==> src/rtl/mem_port_arbiter_pkg.sv <==
// Shared types and defaults for the unified-memory port arbiter.
// State and owner encodings match the CPU-side common definitions.
package mem_port_arbiter_pkg;

  localparam int DEF_WORD   = 64;
  localparam int DEF_INST_W = 32;
  localparam int CNT_W      = 4;

  typedef enum logic [1:0] {
    ST_IDLE   = 2'd0,
    ST_ACCESS = 2'd1,
    ST_RESP   = 2'd2
  } state_t;

  typedef enum logic {
    OWN_IF = 1'b0,
    OWN_D  = 1'b1
  } owner_t;

endpackage

==> src/rtl/mem_lat_counter.sv <==
// Loadable down-counter with a zero flag; stops at zero.
module mem_lat_counter
  import mem_port_arbiter_pkg::*;
#(
  parameter int W = CNT_W
) (
  input  logic         clk,
  input  logic         rst_n,
  input  logic         load,
  input  logic         dec,
  input  logic [W-1:0] load_val,
  output logic         zero
);

  logic [W-1:0] cnt;

  always_ff @(posedge clk or negedge rst_n) begin
    if (!rst_n) begin
      cnt <= '0;
    end else if (load) begin
      cnt <= load_val;
    end else if (dec && cnt != '0) begin
      cnt <= cnt - 1'b1;
    end
  end

  assign zero = (cnt == '0);

endmodule

==> src/rtl/mem_port_arbiter.sv <==
// Arbitrates instruction fetch and data load/store onto one fixed-latency
// single-port memory, returning read data to the winning requester.
module mem_port_arbiter
  import mem_port_arbiter_pkg::*;
#(
  parameter int WORD     = DEF_WORD,
  parameter int INST_W   = DEF_INST_W,
  parameter int MEM_LAT  = 2,
  parameter int MAX_WAIT = 3
) (
  input  logic              clk,
  input  logic              rst_n,
  input  logic              if_req,
  input  logic [WORD-1:0]   if_addr,
  output logic              if_gnt,
  output logic              if_rvalid,
  output logic [INST_W-1:0] if_rdata,
  input  logic              d_req,
  input  logic              d_we,
  input  logic [WORD-1:0]   d_addr,
  input  logic [WORD-1:0]   d_wdata,
  output logic              d_gnt,
  output logic              d_rvalid,
  output logic [WORD-1:0]   d_rdata,
  output logic [WORD-1:0]   mem_addr,
  output logic [WORD-1:0]   mem_wdata,
  output logic              mem_rd,
  output logic              mem_wr,
  input  logic [WORD-1:0]   mem_rdata
);

  state_t            state_q, state_d;
  owner_t            owner_q;
  logic              we_q;
  logic [WORD-1:0]   addr_q;
  logic [WORD-1:0]   wdata_q;
  logic [CNT_W-1:0]  starve_q;
  logic [INST_W-1:0] if_rdata_q;
  logic [WORD-1:0]   d_rdata_q;
  logic              pick_d;
  logic              accept;
  logic              cnt_zero;
  logic              capture;

  // Data normally wins; fetch is forced through once it has lost MAX_WAIT times
  always_comb begin
    state_d = state_q;
    if_gnt  = 1'b0;
    d_gnt   = 1'b0;
    pick_d  = d_req & ~(if_req & (starve_q == CNT_W'(MAX_WAIT)));
    case (state_q)
      ST_IDLE: begin
        if (if_req || d_req) begin
          d_gnt   = pick_d;
          if_gnt  = ~pick_d;
          state_d = ST_ACCESS;
        end
      end
      ST_ACCESS: if (cnt_zero) state_d = ST_RESP;
      ST_RESP:   state_d = ST_IDLE;
      default:   state_d = ST_IDLE;
    endcase
  end

  assign accept  = if_gnt | d_gnt;
  assign capture = (state_q == ST_ACCESS) && cnt_zero;

  mem_lat_counter #(.W(CNT_W)) u_lat_cnt (
    .clk      (clk),
    .rst_n    (rst_n),
    .load     (accept),
    .dec      (state_q == ST_ACCESS),
    .load_val (CNT_W'(MEM_LAT - 1)),
    .zero     (cnt_zero)
  );

  always_ff @(posedge clk or negedge rst_n) begin
    if (!rst_n) begin
      state_q <= ST_IDLE;
    end else begin
      state_q <= state_d;
    end
  end

  // Accept edge: latch the winning command for the whole access
  always_ff @(posedge clk or negedge rst_n) begin
    if (!rst_n) begin
      owner_q <= OWN_IF;
      we_q    <= 1'b0;
      addr_q  <= '0;
      wdata_q <= '0;
    end else if (accept) begin
      owner_q <= d_gnt ? OWN_D : OWN_IF;
      we_q    <= d_gnt & d_we;
      addr_q  <= d_gnt ? d_addr : if_addr;
      wdata_q <= d_gnt ? d_wdata : '0;
    end
  end

  // Starvation only accumulates while fetch is actually waiting in IDLE
  always_ff @(posedge clk or negedge rst_n) begin
    if (!rst_n) begin
      starve_q <= '0;
    end else if (state_q == ST_IDLE) begin
      if (!if_req || if_gnt) begin
        starve_q <= '0;
      end else if (d_gnt && starve_q != CNT_W'(MAX_WAIT)) begin
        starve_q <= starve_q + 1'b1;
      end
    end
  end

  // Last access cycle: read data is valid and is captured for the owner only
  always_ff @(posedge clk or negedge rst_n) begin
    if (!rst_n) begin
      if_rdata_q <= '0;
      d_rdata_q  <= '0;
    end else if (capture) begin
      if (owner_q == OWN_IF) begin
        if_rdata_q <= addr_q[2] ? mem_rdata[2*INST_W-1:INST_W] : mem_rdata[INST_W-1:0];
      end else if (!we_q) begin
        d_rdata_q <= mem_rdata;
      end
    end
  end

  assign mem_addr  = addr_q;
  assign mem_wdata = wdata_q;
  assign mem_rd    = (state_q == ST_ACCESS) & ~we_q;
  assign mem_wr    = (state_q == ST_ACCESS) & we_q;
  assign if_rvalid = (state_q == ST_RESP) & (owner_q == OWN_IF);
  assign d_rvalid  = (state_q == ST_RESP) & (owner_q == OWN_D);
  assign if_rdata  = if_rdata_q;
  assign d_rdata   = d_rdata_q;

endmodule

==> config.mk <==
export PLATFORM = sky130hd
export DESIGN_NAME = mem_port_arbiter
export DESIGN_NICKNAME = d
export VERILOG_FILES = /design/src/rtl/mem_port_arbiter_pkg.sv /design/src/rtl/mem_lat_counter.sv /design/src/rtl/mem_port_arbiter.sv
export SDC_FILE = /design/constraint.sdc
export NUM_CORES = 1
export LEC_CHECK = 0
export CORE_AREA = 5 5 190 192
export DETAILED_ROUTE_END_ITERATION = 12
export DIE_AREA = 0 0 195 197
export HOLD_SLACK_MARGIN = 0.02
export REMOVE_ABC_BUFFERS = 1
export SLEW_MARGIN = 20
export SYNTH_ARGS = -nofsm -noshare
export SYNTH_HDL_FRONTEND = slang
export SYNTH_SLANG_ARGS = --single-unit
export TNS_END_PERCENT = 1
==> constraint.sdc <==
create_clock -name clk -period 2.1 [get_ports clk]
set_input_delay 0.42 -clock clk [delete_from_list [all_inputs] [get_ports clk]]
set_output_delay 0.42 -clock clk [all_outputs]
set_load 0.02 [all_outputs]
**After elaboration in Yosys (flattened, before gate mapping)**

Index checks and enable logic that the tools add are counted.
Widths: inputs -> output; s select.

- $add $sub $neg: 2
- Equal/unequal tests: 6
- Multiplexer cells: 15
- Bitwise gates (word level): 12
- Reduce and logical (&&, ||, !) cells: 15

Operators by type and width:

| cell | count |
|---|---|
| $mux 64 | 2 |
| $mux 32 | 1 |
| $mux 4 | 4 |
| $and 1x1->1 | 7 |
| $reduce_and 2->1 | 3 |
| $mux 1 | 5 |
| $add 4x1->4 const B | 1 |
| $eq 4x2->1 const B | 1 |
| $logic_not 4->1 | 1 |
| $mux 2 | 2 |
| $ne 2x2->1 const B | 2 |
| $ne 4x2->1 const B | 1 |
| $not 1->1 | 4 |
| $pmux 2 s2 | 1 |
| $reduce_bool 2->1 | 2 |
| $reduce_bool 4->1 | 1 |
| $sub 4x1->4 const B | 1 |
| $logic_and 1x1->1 | 3 |
| $reduce_and 3->1 | 1 |
| $eq 2x1->1 const B | 1 |
| $eq 2x2->1 const B | 1 |
| $logic_not 2->1 | 1 |
| $logic_or 1x1->1 | 2 |
| $logic_not 1->1 | 1 |
| $or 1x1->1 | 1 |

- Flip-flop bits (word level): 236
- Input bits: 261
- Output and inout port bits: 230
- Logic and storage cells: 59

**Logic depth before layout (Yosys ltp)**

Gate-level depths: netlist (run 1).

- Depth after elaboration: 10
- Gate-level depth with buffers: 7
- Mapped depth without buffers: 5

**Hierarchy**

A second synthesis (run 1) with hierarchy kept.

- Cell total of the unflattened synthesis: 865
- Area, all modules: 10182.3 µm²

By module, submodules not included:

| module | times used | cells each | area an instance (µm²) | seq. area each (µm²) |
|---|---|---|---|---|
| mem_port_arbiter | 1 | 838 | 9912.0 | 5805.6 |
| mem_lat_counter | 1 | 27 | 270.3 | 100.1 |

**Least setup slack after synthesis (run 1)**

Ideal clock, no wire load.

- Path type: register -> register
- From: register u_lat_cnt.cnt[0]
- To: register if_rdata_q[10], in the netlist if_rdata[10]
- Library setup time: 0.125 ns
- Data arrival time: 1.803 ns
- Required time: 1.975 ns
- Setup slack: 0.172 ns
- Stages on the path, launching flop included: 8
- Buffers on the path: 2
- Period minus slack after synthesis: 1.928 ns
- Cell sequence: dfrtp_1 > inv_1 > ha_1 > or3b_1 > buf_2 > nor3_4 > buf_6 > mux2_2

- Word-level cells in the longest chain between the ends: 3

Ends and longest elaborated chain:

| item | RTL line | text |
|---|---|---|
| start, declared | mem_lat_counter.sv:15 | `logic [W-1:0] cnt;` |
| start signal, assigned | mem_lat_counter.sv:21 | `cnt <= load_val;` |
| start signal, assigned | mem_lat_counter.sv:23 | `cnt <= cnt - 1'b1;` |
| $logic_not 4->1 | mem_lat_counter.sv:27 | `assign zero = (cnt == '0);` |
| $logic_and 1x1->1 | mem_port_arbiter.sv:66 | `assign capture = (state_q == ST_ACCESS) && cnt_zero;` |
| $reduce_and 2->1 (no source line) | n/a |  |
| end signal, assigned | mem_port_arbiter.sv:120 | `if_rdata_q <= addr_q[2] ? mem_rdata[2*INST_W-1:INST_W] : mem_rdata[INST_W-1:0];` |
| end, declared | mem_port_arbiter.sv:38 | `logic [INST_W-1:0] if_rdata_q;` |

Every way passes these cells.
A chain may end at the register's enable or synchronous reset.

**Worst setup path in the final report (run 1)**

- From: input port if_req
- To: output port d_gnt

- Word-level cells in the longest chain between the ends: 5
- Elaborated cells on any way between the ends: 6
- Those cells by class: mux: 2; bitwise: 3; reduce/logical: 1

Ends and longest elaborated chain:

| item | RTL line | text |
|---|---|---|
| start, declared | mem_port_arbiter.sv:13 | `input logic if_req,` |
| $and 1x1->1 | mem_port_arbiter.sv:50 | `pick_d = d_req & ~(if_req & (starve_q == CNT_W'(MAX_WAIT)));` |
| $not 1->1 | mem_port_arbiter.sv:50 |  |
| $and 1x1->1 | mem_port_arbiter.sv:50 |  |
| $mux 1 * | mem_port_arbiter.sv:53 | `if (if_req \|\| d_req) begin` |
| $mux 1 * | mem_port_arbiter.sv:51 | `case (state_q)` |
| end, declared | mem_port_arbiter.sv:22 | `output logic d_gnt,` |

Mark *: on every way between the ends. The rest lies on a longest branch, timed or not.

==> run_results.csv, run 1 <==
group,metric,value,unit
run_status,status,"complete, no violations",
clock_tree,numClockSinks,236,
clock_tree,htree_levels,1,
routing,ant_nets,0,
placement,dp.cells,1727,
finish,stdcell_area,0.0168,mm2
finish,instances_no_fill,1775,
critical_path,crit_buf_inv,4,
finish,layout.nets,1566,
flow_run,drv_cap,0,
routing,post_drt_wl_per_cell,21.4,um
global_route,grt_max_degree,79,
global_route,antenna_found_initial,1,
critical_path,crit_arrival,1.68,ns
finish,final_util,49.2,%
global_route,top_usage_layer,"met2",
synth,syn_area,0.0103,mm2
sta,max_freq,477,MHz
global_route,grt_util_met1,24.2,%
power_and_ir_drop,p_seq_share,31.0,%
synth,synth_flop_cell,"dfrtp_1",
floorplanning,fp-row-count,68,
critical_path,cp_top_family,"buffers and inverters",
floorplanning,start_util,30.1,%
finish,areaGrowthSynthToFinish,63.2,%
routing,vias,8734,
placement,gp_congestion,0.797,
sta,finalHoldViolations,0,
routing,drt-total-wl,38.0,mm
sta,setup_viol,0,
sta,slew_viol_final,0,
critical_path,worst-setup-path-type,"input pin to primary output",
synth,synth_seq_cells,236,
clock_tree,cts_tree,"yes",
synth,yosysWarnings,0,
sta,setup-tns-final,0,ns
finish,drive_gt1_share,17.6,%
placement,place_worst_setup_slack,-0.663,ns
power_and_ir_drop,power_leakage,6.83,nW
global_route,grt_usage,18.8,%
finish,layout_commonest_cell,"clkdlybuf4s50_1",
power_and_ir_drop,power_frac_clock,18.7,%
sta,layout_min_cycle_time,2.10,ns
global_route,grtUsageMet3,5.61,%
critical_path,cpMaxStageDelayCell,"clkdlybuf4s50_1",
floorplanning,core_area,0.0342,mm2
finish,layout_common_cells,"481 x clkdlybuf4s50_1, 236 x dfrtp_1, 127 x mux2_2",
sta,worstMarginPinSlew,0.780,ns
placement,port_buffers,490,
critical_path,critPathLaunchType,"input pin",
synth,synthArstFlopShare,100,%
critical_path,reg2reg_slack,0.11,ns
synth,synthCells,821,
floorplanning,die_h,197,um
critical_path,crit_fanout,3,
synth,synth_area_per_cell,12.6,um2
global_route,grt_pass1_wl,57.7,mm
power_and_ir_drop,p_per_area,1510,mW/mm2
routing,drc_errors,0,
critical_path,max_stage_delay,0.54,ns
global_route,grt_pass1_vias,9289,
global_route,grt_remaining_overflow,0,
critical_path,end_kind,"primary output",
sta,rsz0062_at_grt,"yes",
synth,synthDistinctLibCells,38,
finish,n_antenna_cell,0,
critical_path,worstPathRequired,1.68,ns
routing,drtIter0Drc,319,
power_and_ir_drop,ir_worst_vdd,0.862,mV
critical_path,crit_path_frequent_cell,"buf_6",
routing,drt-pass1-iter-count,4,
sta,fin_worst_skew,0.00659,ns
clock_tree,cts-root-buf,"clkbuf_16",
power_and_ir_drop,power_switching,0.00942,W
synth,seq_area_frac_synth,57.3,%
clock_tree,clk_pin_slew,0.05,ns
floorplanning,io_pins,491,
clock_tree,cts-buffers-inserted,27,
floorplanning,fp.dieArea,0.0384,mm2
sta,fin_crit_sh,99.9,%
sta,slew_headroom,48.0,%
clock_tree,clock_path_buffers,3,
routing,avgViaCountPerCell,4.92,
hold_path,hold_path.class,"input pin to async pin",
placement,dpl.hpwl,27.0,mm
power_and_ir_drop,cell_internal_pwr,0.0159,W
synth,synth_edf_count,0,
critical_path,cp_cell_sequence,"clkdlybuf4s50_1 > buf_6 > nand4bb_4 > buf_6 > and2_4 > buf_6",
placement,placed_cell_area,0.0159,mm2
floorplanning,die_w,195,um
finish,multi_input_area,0.00406,mm2
power_and_ir_drop,pwr-share-comb,50.3,%
power_and_ir_drop,p_sw_share,37.2,%
finish,seqCellArea,0.00591,mm2
finish,fillers,3110,
clock_tree,insertion_delay,0.53,ns
global_route,use_met2,31.2,%
sta,fin_ws,0.00216,ns
## power groups by stage
stage                     clock (W)  combinational, W  sequential [W]
final                       0.00474            0.0127         0.00787
after global routing        0.00509            0.0135         0.00813
after CTS                   0.00491            0.0129         0.00788
after detailed placement          0            0.0129         0.00789
after global placement            0            0.0128         0.00784
after floorplan                   0           0.00359          0.0104
## cell usage after synthesis, drive strengths merged, types with 3 or more instances
master / number / area, um2
nor2: 4 / 15.0
o21ai: 73 / 365
mux2: 128 / 1440
dfrtp: 236 / 5910
clkbuf: 44 / 205
nand3: 6 / 30.0
buf: 38 / 221
ha: 3 / 37.5
nand2: 4 / 15.0
nor3b: 67 / 503
o31ai: 64 / 480
a21oi: 65 / 325
a22o: 65 / 569
## worst paths after layout
| check | start | to | depth (start not counted) |
|---|---|---|---|
| worst min register to register | if_rdata[6] | if_rdata[6] | 1 |
| worst max register to register | starve_q[1] | mem_addr[63] | 6 |
| worst max-delay path | if_req | d_gnt | 6 |
| min in group clk | d_wdata[51] | mem_wdata[51] | 2 |
| max in group asynchronous | rst_n | mem_wdata[29] | 3 |
| worst min-delay path | rst_n | d_rdata[12] | 2 |
## metal layers
metal / routed length [um] / up-vias
met4: 931 / 2
met1: 15800 / 4248
li1: - / 4034
met2: 18100 / 387
met5: 13 / -
met3: 3070 / 63
## area by class of cell
type	count	share of cell area, %
well taps	455	3.39
multi-input cells	501	24.1
flip-flops and latches	236	35.1
clock inverters	7	0.528
repair buffers	534	32.0
clock buffers	40	4.78
inverters	2	0.0446
## cell families (layout without fill, tap and decap cells)
kind of cell | count (synthesis) | after routing | synth area share (%)
DFF | 236 | 236 | 57.3
and+or+nand+nor | 96 | 96 | 6.63
muxes | 130 | 130 | 14.2
adders and majority gates | 3 | 3 | 0.364
AOI/OAI and AO/OA | 272 | 272 | 17.3
buffers and inverters | 84 | 583 | 4.21
## registers in the layout, summed over array words and instances, names as in the netlist
| name | count |
|---|---|
| starve_q | 4 |
| u_lat_cnt.cnt | 4 |
| d_rdata | 64 |
| if_rdata | 32 |
| state_q | 2 |
| we_q | 1 |
| owner_q | 1 |
| mem_addr | 64 |
| mem_wdata | 64 |
## what timing repair did
action                                  CTS  global route
hold buffers                              1             0
gates cloned                              0             0
resized for setup                        35             4
hold endpoints to repair                 39             0
pin swaps                                 2             1
endpoints found under the setup margin    7            11
setup buffers                             0             1
## stage by stage
step                hold slack, ns  total power, W
finish                       0.407          0.0254
global route                 0.426          0.0268
CTS                          0.411          0.0257
detailed placement           0.373          0.0208
global placement             0.368          0.0206
floorplan                    0.124          0.0139
Power figures use the tool's default switching activity.
==> inputs of run 2 (changes only) <==
--- a/config.mk
+++ b/config.mk
@@ -5,10 +5,11 @@
 export SDC_FILE = /design/constraint.sdc
 export NUM_CORES = 1
 export LEC_CHECK = 0
-export CORE_AREA = 5 5 190 192
+export CORE_AREA = 5 5 187 189
 export DETAILED_ROUTE_END_ITERATION = 12
-export DIE_AREA = 0 0 195 197
+export DIE_AREA = 0 0 192 194
 export HOLD_SLACK_MARGIN = 0.02
+export MAX_ROUTING_LAYER = met4
 export REMOVE_ABC_BUFFERS = 1
 export SLEW_MARGIN = 20
 export SYNTH_ARGS = -nofsm -noshare
==> constraint.sdc (replaced) <==
create_clock -name clk -period 2.6 [get_ports clk]
set_input_delay 0.52 -clock clk [delete_from_list [all_inputs] [get_ports clk]]
set_output_delay 0.52 -clock clk [all_outputs]
set_load 0.02 [all_outputs]
==> run 2 against run 1 <==
The flow now stops in detailed routing. Synthesized area did not move. Global-route usage rose by 1.3 points. Synthesized cell count did not move.
==> run_results.csv, run 2 <==
group,metric,value,unit
floorplanning,io_pins,491,
clock_tree,cts-root-buf,"clkbuf_16",
placement,port_buffers,490,
synth,synth_area_leaders,"dfrtp_1 57%, mux2_2 14%, a22o_1 5.5%, nor3b_1 4.9%, o31ai_1 4.7%",
synth,yosysMostFrequentCell,"dfrtp_1",
synth,synth_edf_count,0,
floorplanning,die_h,194,um
placement,dpl.hpwl,26.4,mm
run_status,status,"aborted with a tool error",
global_route,grt_pass1_vias,9559,
synth,seq_area_frac_synth,57.3,%
global_route,grt_remaining_overflow,0,
global_route,grt_usage,20.1,%
synth,yosysWarnings,0,
clock_tree,htree_levels,1,
synth,synth_top_area_share,57.3,%
run_status,error,"[ERROR DRT-0255] Maze Route cannot find path of net clk in worker of routeBox ( 144900 0 ) ( 192000 48300 ).",
global_route,antenna_found_initial,3,
synth,yosys.area.top_type,"dfrtp_1",
sta,endpoint_type,"top-level output",
synth,synthDistinctLibCells,38,
global_route,grt_pass1_wl,57.6,mm
synth,syn_area,0.0103,mm2
synth,synth_area_per_cell,12.6,um2
clock_tree,numClockSinks,236,
clock_tree,post-cts-setup-buffers,0,
synth,synthArstFlopShare,100,%
run_status,stop_stage,"detailed routing",
synth,synth_flop_cell,"dfrtp_1",
clock_tree,clock_path_buffers,3,
clock_tree,cts-buffers-inserted,27,
floorplanning,die_w,192,um
synth,synthCells,821,
placement,gp_congestion,0.800,
sta,worst_endpoint,"mem_wr",
synth,synth_seq_cells,236,
floorplanning,start_util,31.1,%
floorplanning,fp-row-count,67,
synth,synth.top_cells.by_count,"236 x dfrtp_1, 127 x mux2_2, 72 x o21ai_0, 67 x nor3b_1",
global_route,grt_max_degree,134,
-- run 2: cell counts after synthesis --
Identical to the previous run, type by type.
-- run 2: through the flow --
step | util (%) | TNS [ns] | setup slack (ns) | instances | instance area [um2]
2_1_floorplan | - | -502.01 | -3.43 | 739 | 9880
3_3_place_gp | 47.3 | 0 | 0.0816 | 1701 | 15700
3_5_place_dp | 47.3 | 0 | 0.0788 | 1701 | 15700
4_1_cts | 50.1 | -0.0104 | -0.0104 | 1751 | 16600
5_1_grt | 50.2 | -0.000685 | -0.000685 | 1754 | 16600
-- run 2: kinds of logic after synthesis --
kind of cell	Yosys count	share of synthesized area (%)
buf+inv	84	4.21
simple gates	96	6.63
fa+ha+maj	3	0.364
compound gates	272	17.3
flops	236	57.3
mux	130	14.2
-- run 2: layer usage --
layer and track usage, %:
met2 32.3, met4 5.52, met5 -, met3 5.04, met1 25.3
-- run 2: repair_timing --
item,4_1_cts,5_1_grt
resized for setup,3,2
hold buffers,1,0
setup endpoints to repair,3,1
endpoints found under the hold margin,51,0
==> inputs of run 3 (changes only) <==
--- a/config.mk
+++ b/config.mk
@@ -5,11 +5,10 @@
 export SDC_FILE = /design/constraint.sdc
 export NUM_CORES = 1
 export LEC_CHECK = 0
-export CORE_AREA = 5 5 187 189
+export CORE_AREA = 5 5 189 191
 export DETAILED_ROUTE_END_ITERATION = 12
-export DIE_AREA = 0 0 192 194
-export HOLD_SLACK_MARGIN = 0.02
-export MAX_ROUTING_LAYER = met4
+export DIE_AREA = 0 0 194 196
+export PLACE_DENSITY_LB_ADDON = 0.15
 export REMOVE_ABC_BUFFERS = 1
 export SLEW_MARGIN = 20
 export SYNTH_ARGS = -nofsm -noshare
==> run 3 against run 2 <==
The run now ends clean. Global-route usage shrank 1.4 points.
==> run_results.csv, run 3 (same netlist as run 1, synthesis figures left out) <==
group,metric,value,unit
critical_path,worstPathRequired,2.08,ns
critical_path,reg2reg_from,"u_lat_cnt.cnt[0]",
finish,layout_common_cells,"484 x clkdlybuf4s50_1, 235 x dfrtp_1, 127 x mux2_2",
critical_path,crit_arrival,1.95,ns
finish,fillers,3097,
sta,finalHoldViolations,0,
finish,stdcell_area,0.0166,mm2
critical_path,cp_cell_sequence,"nor3b_1 > clkdlybuf4s50_1",
floorplanning,fp.dieArea,0.0380,mm2
critical_path,cpMaxStageDelayCell,"clkdlybuf4s50_1",
power_and_ir_drop,power_leakage,6.74,nW
sta,setup_viol,0,
clock_tree,cts-root-buf,"clkbuf_16",
critical_path,cp_top_family,"buffers and inverters",
critical_path,critPathLaunchType,"register",
critical_path,max_stage_delay,0.69,ns
placement,gp_congestion,0.794,
placement,dpl.hpwl,25.9,mm
clock_tree,clk_pin_slew,0.06,ns
sta,slew_viol_final,0,
routing,vias,8737,
sta,layout_min_cycle_time,2.47,ns
floorplanning,core_area,0.0339,mm2
global_route,grt_usage,18.6,%
global_route,grt_pass1_wl,57.0,mm
power_and_ir_drop,power,0.0205,W
routing,drc_errors,0,
placement,port_buffers,490,
power_and_ir_drop,power_frac_clock,19.3,%
critical_path,crit_fanout,7,
placement,placed_cell_area,0.0157,mm2
critical_path,worst-setup-path-type,"register to primary output",
finish,areaGrowthSynthToFinish,61.6,%
critical_path,startpoint,"state_q[1]",
hold_path,hold_path.startpoint,"d_req",
routing,post_drt_wl_per_cell,21.1,um
power_and_ir_drop,ir_worst_vdd,0.624,mV
floorplanning,die_w,194,um
floorplanning,io_pins,491,
routing,drtIter0Drc,341,
finish,final_util,49.0,%
routing,drt-pass1-iter-count,5,
finish,layout.nets,1547,
routing,drt-total-wl,37.3,mm
sta,worstMarginPinSlew,0.791,ns
clock_tree,post-cts-setup-buffers,0,
global_route,grt_pass1_vias,9198,
power_and_ir_drop,p_seq_share,30.9,%
global_route,grt_remaining_overflow,0,
flow_run,drv_cap,0,
run_status,status,"complete, no violations",
clock_tree,clock_path_buffers,3,
power_and_ir_drop,cell_internal_pwr,0.0129,W
clock_tree,insertion_delay,0.54,ns
routing,avgViaCountPerCell,4.95,
clock_tree,cts-buffers-inserted,28,
clock_tree,cts_tree,"yes",
clock_tree,numClockSinks,236,
power_and_ir_drop,p_per_area,1230,mW/mm2
floorplanning,start_util,30.4,%
critical_path,end_kind,"primary output",
sta,slew_headroom,47.3,%
power_and_ir_drop,power_switching,0.00760,W
critical_path,crit_buf_inv,1,
floorplanning,die_h,196,um
finish,layout_commonest_cell,"clkdlybuf4s50_1",
power_and_ir_drop,pwr-share-comb,49.7,%
routing,ant_nets,0,
sta,max_freq,405,MHz
finish,drive_gt1_share,15.7,%
hold_path,hold_path.class,"input pin to register",
power_and_ir_drop,p_sw_share,37.1,%
sta,fin_crit_sh,94.9,%
sta,hold_ws,0.401,ns
floorplanning,fp-row-count,68,
sta,fin_worst_skew,0.0164,ns
clock_tree,htree_levels,1,
sta,rsz0062_at_grt,"no",
global_route,grt_max_degree,134,
global_route,antenna_found_initial,6,
==> run 3: path summary, 6_finish.rpt <==
kind | cells past startpoint | to | slack [ns]
min in group asynchronous | 2 | d_rdata[0] | 0.56
worst max-delay path | 2 | if_rvalid | 0.13
worst min-delay path | 3 | starve_q[1] | 0.40
max in group asynchronous | 3 | d_rdata[50] | 1.27
worst min register to register | 1 | u_lat_cnt.cnt[3] | 0.49
worst max register to register | 6 | if_rdata[23] | 0.52
==> run 3: worst register-to-register path, stage by stage (launching register included) <==
cell,delay (ns)
dfrtp_1,0.39
inv_1,0.11
ha_1,0.17
or3b_1,0.47
nor3_4,0.19
buf_12,0.25
mux2_2,0.39
==> run 3: power by group through the flow <==
stage / logic, W / clock network, W / registers, W
floorplan: 0.00298 / 0 / 0.00838
global placement: 0.0103 / 0 / 0.00634
detailed placement: 0.0103 / 0 / 0.00637
CTS: 0.0103 / 0.00408 / 0.00635
global route: 0.0108 / 0.00424 / 0.00656
finish: 0.0102 / 0.00396 / 0.00633
==> run 3: area by class of cell <==
class,count,area [um2],share of cell area [%]
multi-input cells,501,4010,24.1
well taps,455,569,3.42
repair buffers,514,5210,31.3
flip-flops and latches,236,5910,35.5
inverters,2,7.51,0.0451
clock inverters,8,97.6,0.586
diodes,5,12.5,0.0752
clock buffers,43,838,5.04
==> run 3: timing repair <==
| action | CTS | global route |
|---|---|---|
| pin swaps | 0 | 0 |
| setup endpoints to repair | 3 | 1 |
| endpoints found under the hold margin | 40 | 0 |
| resized for setup | 3 | 1 |
| hold buffers | 1 | 0 |
==> run 3: per-layer routing <==
metal	share of wire [%]	GRT usage, %
met3	8.4	5.96
met2	48	30.2
met5	0	0
met1	41	23.9
met4	2.8	6.12
==> run 3: metrics by stage <==
stage	TNS (ns)	std cells	worst slack, ns
6_report	0	1764	0.132
5_1_grt	0	1764	0.00648
4_1_cts	0	1759	0.0879
3_5_place_dp	0	1707	0.0999
3_3_place_gp	0	1707	0.126
2_1_floorplan	-502.01	739	-3.43
